<file path="src/rtl/parity_frame_arbiter.sv">
// Round-robin arbiter sharing a 2-bit/cycle XOR parity engine between NUM_REQ requesters.
// Optional PAR_CHECK_EN adds exp_parity input and err output comparing against an expected parity.
module parity_frame_arbiter #(
    parameter int NUM_REQ = 4,
    parameter int DATA_W  = 8,
    localparam int IDW    = $clog2(NUM_REQ)
) (
    input  logic                      clk,
    input  logic                      reset_b,
    input  logic [NUM_REQ-1:0]        req,
    input  logic [NUM_REQ*DATA_W-1:0] data,
`ifdef PAR_CHECK_EN
    input  logic [NUM_REQ-1:0]        exp_parity,
    output logic                      err,
`endif
    output logic [NUM_REQ-1:0]        gnt,
    output logic                      busy,
    output logic                      done,
    output logic                      parity,
    output logic [IDW-1:0]            done_id
);

    localparam int HALF = DATA_W / 2;
    localparam int CW   = $clog2(HALF + 1);

    typedef enum logic [1:0] {S_IDLE, S_SHIFT, S_DONE} state_t;

    state_t             state_q, state_d;
    logic [DATA_W-1:0]  sh;
    logic               acc;
    logic               acc_nx;
    logic [CW-1:0]      cnt;
    logic [IDW-1:0]     last;
    logic [IDW-1:0]     win;
    logic               any;
    logic [IDW:0]       cand;

    // Search last+1, last+2, ... with wraparound; one extra bit avoids overflow before the modulo.
    always_comb begin
        any  = 1'b0;
        win  = '0;
        cand = '0;
        for (int k = 1; k <= NUM_REQ; k++) begin
            cand = {1'b0, last} + (IDW+1)'(k);
            if (cand >= (IDW+1)'(NUM_REQ))
                cand = cand - (IDW+1)'(NUM_REQ);
            if (!any && req[cand[IDW-1:0]]) begin
                any = 1'b1;
                win = cand[IDW-1:0];
            end
        end
    end

    assign acc_nx = acc ^ sh[0] ^ sh[1];

    always_comb begin
        state_d = state_q;
        case (state_q)
            S_IDLE:  if (any) state_d = S_SHIFT;
            S_SHIFT: if (cnt == CW'(1)) state_d = S_DONE;
            S_DONE:  state_d = S_IDLE;
            default: state_d = S_IDLE;
        endcase
    end

    always_ff @(posedge clk or negedge reset_b) begin
        if (!reset_b) state_q <= S_IDLE;
        else          state_q <= state_d;
    end

    always_ff @(posedge clk or negedge reset_b) begin
        if (!reset_b) begin
            sh      <= '0;
            acc     <= 1'b0;
            cnt     <= '0;
            gnt     <= '0;
            last    <= IDW'(NUM_REQ - 1);
            busy    <= 1'b0;
            done    <= 1'b0;
            parity  <= 1'b0;
            done_id <= '0;
        end else begin
            case (state_q)
                S_IDLE: if (any) begin
                    sh   <= data[win*DATA_W +: DATA_W];
                    acc  <= 1'b0;
                    cnt  <= CW'(HALF);
                    gnt  <= NUM_REQ'(1) << win;
                    last <= win;
                    busy <= 1'b1;
                end
                S_SHIFT: begin
                    acc <= acc_nx;
                    sh  <= sh >> 2;
                    cnt <= cnt - CW'(1);
                    if (cnt == CW'(1)) begin
                        parity  <= acc_nx;
                        done_id <= last;
                        done    <= 1'b1;
                    end
                end
                S_DONE: begin
                    done <= 1'b0;
                    gnt  <= '0;
                    busy <= 1'b0;
                end
                default: ;
            endcase
        end
    end

`ifdef PAR_CHECK_EN
    logic exp_q;

    // err is registered alongside done so it is only ever high in the DONE cycle.
    always_ff @(posedge clk or negedge reset_b) begin
        if (!reset_b) begin
            exp_q <= 1'b0;
            err   <= 1'b0;
        end else begin
            case (state_q)
                S_IDLE:  if (any) exp_q <= exp_parity[win];
                S_SHIFT: if (cnt == CW'(1)) err <= acc_nx ^ exp_q;
                S_DONE:  err <= 1'b0;
                default: ;
            endcase
        end
    end
`endif

endmodule

</file>
<file path="config.mk">
export PLATFORM = sky130hd
export DESIGN_NAME = parity_frame_arbiter
export DESIGN_NICKNAME = d
export VERILOG_FILES = /design/src/rtl/parity_frame_arbiter.sv
export SDC_FILE = /design/constraint.sdc
export NUM_CORES = 1
export LEC_CHECK = 0
export ABC_AREA = 1
export BUFFER_PORTS_ARGS = -buffer_cell sky130_fd_sc_hd__buf_2
export CORE_MARGIN = 1
export CORE_UTILIZATION = 35
export CTS_BUF_LIST = sky130_fd_sc_hd__clkbuf_4 sky130_fd_sc_hd__clkbuf_8
export DETAILED_ROUTE_END_ITERATION = 16
export GPL_ROUTABILITY_DRIVEN = 0
export SYNTH_ARGS = -nofsm -noshare
export SYNTH_HDL_FRONTEND = slang
export SYNTH_SLANG_ARGS = --single-unit
</file>
<file path="constraint.sdc">
create_clock -name clk -period 2 [get_ports clk]
set_input_delay 0.3 -clock clk [delete_from_list [all_inputs] [get_ports clk]]
set_output_delay 0.3 -clock clk [all_outputs]
set_load 0.03 [all_outputs]
</file>
==> impl_results.md <==
- Register bit count reported by yosys: 25
- RSZ-0062 raised after global routing: yes
- Final Hold Violating Endpoints: 0
- Clock Power Share: 5.8%
- Fillers: 510
- Net Sw Power: 2.66 mW
- Final setup violation count: 0
- Crit path top cell by count: nand2_2
- Area growth, synth to finish: 37.1%
- Synth Cell Area: between 1500 and 2000 um^2
- Post-Route Utilization: 50.6%
- Most frequent cells in the layout: nand2_1 (76), buf_2 (47), inv_1 (37)
- Global route overflow: 0
- Final Instance Area: around 2400 um^2
- Synth warnings: 0
- Effective utilization at floorplan: between 30% and 40%
- Mapped Cells: 259
- Rel. slew slack: a little over three fifths
- Combinational power share: 76.8%
- Initial DRT Pass Iterations: 4
- Cell variety after synth: 30
- HP Class: in -> async
- IO Port Bufs: 46
- Sequential area share after synthesis: about a third
- Final period util: around 100%
- Initial drt markers: 62
- Final WL: 4510 um
- Clock tree buffer depth: 2
- Post-synth top area share: 32.4%
- Max VDD drop: 0.886 mV
- CP max stage delay: 0.56 ns
- Max-slew violations: 0
- Final ANT Viol Nets: 0
- Post-Syn Nets: 299
- Crit-path slowest cell: dfstp_2
- Setup TNS: 0 ns
- Clock Skews: 0.000699 ns
- Worst EP arrival: 2.17 ns
- Worst setup margin: between 0.04 and 0.05 ns
- Worst-margin pin slew: 0.556 ns
- Drt wl/cell: 11.3 um
- Core Area: 4820 um^2
- Drt drc: 0
- TritonCTS clock tree: done
- Crit-path max FO: 9
- Cell Chain, Critical Path: buf_12 -> inv_6 -> nand2_2 -> nand2_2 -> nand2_2 -> nand2_4 -> inv_2 -> nand2_2 -> nand2_4 -> nand3_4 -> buf_4 -> nand2_1 -> nand3_1 -> nand3_1 -> nand2_1 -> nand2_1
- Hold slack final: 0.0135 ns
- WP data required: 2.21 ns
- Clock Tree Root: clkbuf_8
- Max Fclk: 0.511 GHz
- Total Routing Usage GR: approximately 17%
- Synth area leader: dfrtp_1
- Reg2Reg Depth: 16
- Die area: roughly 5400 um^2
- Die extent in x: approximately 73 um
- Vias in the first global route: 1753
- Switching share of total power: 51.4%
- Slack of the worst reg-to-reg path: 0.04 ns
- Internal power: 2.51 mW
- Final #Nets: 374
- Cts hold-fix bufs: 0
- Status: completed
- Dpl hpwl: 3260 um
- Syn avg cell area: 6.86 um^2
- First-pass GRT wire length: 7290 um
- R2R Path End: sh[0]
- Crit Reg-Reg Startpoint: last[0]
- H-tree depth: 1
- EDFF count, synth: 0
- Setup WS pre-CTS: -0.0314 ns
- DP Area: 2170 um^2
- Initial antenna violation count: 0
- Largest net degree at the start of global routing: 26
- # clock sinks: 25
- Fraction of final layout cells sized beyond drive strength 1: about two fifths
- CP Launch Type: register
- Critical path type: reg -> reg
- Ys flop type: dfrtp_1
- Reg clk slew, reported paths: roughly 0.090 ns
- Ant diodes: 0
- Sequential cell area: approximately 630 um^2
- Area of the multi-input gates: 1050 um^2
- DIE HEIGHT: 73.3 um
- Leak: 1.37 nW
- Sequential power share: between 15 and 20%
- Cell row count: 25
- Max-cap violations: 0
- Clk_lat worst skew: between 0.2 and 0.3 ns
- Via Count: 1844
- CP Capture Type: register
- Largest cells by area after synthesis: dfrtp_1 (32%), nand2_1 (19%), inv_1 (8.0%), nand3_1 (7.3%), nor2_1 (3.6%)
- Total CTS buffers: 3
- Commonest non-fill, non-tap cell in the layout: nand2_1
- Crit path time final: 1.96 ns
- IO Pins: 47
- Pwr/cell area: 2120 nW/um^2
- Async SR Flop Fraction: 100%
- Via density: 4.61
-- area by class of cell --
cell class	instances	share of cell area, %
inverters	46	7.70
clock inverters	1	0.205
clock buffers	3	1.69
flip-flops and latches	25	25.8
multi-input cells	187	43.2
well taps	67	3.44
repair buffers	71	18.0
-- flip-flops by register name (all words and copies together) (netlist names) --
name / flops
sh: 8
gnt: 4
cnt: 3
done_id: 2
last: 2
state_q: 2
acc: 1
busy: 1
done: 1
parity: 1
-- synthesized netlist by cell type, types with 3 or more instances --
master,instances
nor2_1,17
nand2_2,7
a21oi_1,4
dfrtp_1,23
o22ai_1,3
o21ai_0,10
inv_2,5
nand2_1,89
nand2_4,5
nand3_1,26
inv_1,38
nand4_1,9
-- repair_timing --
action | 4_1_cts | 5_1_grt
setup endpoints to repair | 9 | 17
pin swaps | 2 | 12
hold endpoints to repair | 0 | 0
setup buffers | 2 | 6
cloned | 1 | 3
resized for setup | 2 | 31
-- layer usage --
layer  GRT usage [%]  share of wire, %  up-vias
met2            29.3                48       50
li1                -                 -      964
met3            3.29               4.6        6
met1            22.5                47      824
met4            4.14              0.69        0
met5               0                 0        -
-- cell families (layout without fill, tap and decap cells) --
| kind of cell | count (synthesis) | after routing | synth area share [%] |
|---|---|---|---|
| AND/OR/NAND/NOR | 161 | 165 | 44.1 |
| buffers and inverters | 51 | 121 | 12.9 |
| flip-flops | 25 | 25 | 35.3 |
| AO/OA/AOI/OAI | 18 | 18 | 5.35 |
| adder cells (fa/ha/maj) | 2 | 2 | 1.41 |
| XOR/XNOR | 2 | 2 | 0.985 |
-- critical path, delay by kind of cell, from the launching register on --
family / cells / cell delay (ns)
buffers and inverters: 4 / 0.42
flip-flops: 1 / 0.56
AND/OR/NAND/NOR: 12 / 0.92
-- worst max-delay path by stage --
| stage | cells past startpoint | slack [ns] | endpoint | start |
|---|---|---|---|---|
| after floorplan | 17 | 0.14 | sh[1] | last[0] |
| after global placement | 14 | -0.06 | sh[7] | last[0] |
| after detailed placement | 15 | -0.03 | sh[1] | last[0] |
| after CTS | 15 | 0.01 | sh[7] | last[0] |
| after global routing | 15 | -0.12 | sh[1] | last[0] |
| final | 16 | 0.04 | sh[0] | last[0] |
-- power by group through the flow --
stage | logic [mW] | registers (mW) | clock network (mW)
3_5_place_dp | 3.21 | 0.936 | 0
3_3_place_gp | 3.21 | 0.930 | 0
4_1_cts | 3.35 | 0.904 | 0.310
5_1_grt | 4.41 | 0.925 | 0.329
6_report | 3.97 | 0.901 | 0.298
2_1_floorplan | 2.25 | 1.01 | 0
-- stage by stage --
| step | instances | power (mW) |
|---|---|---|
| finish | 400 | 5.17 |
| global route | 400 | 5.66 |
| CTS | 391 | 4.56 |
| detailed placement | 384 | 4.15 |
| global placement | 384 | 4.14 |
| floorplan | 259 | 3.26 |
Note: power is estimated with default switching activity, not from simulation.
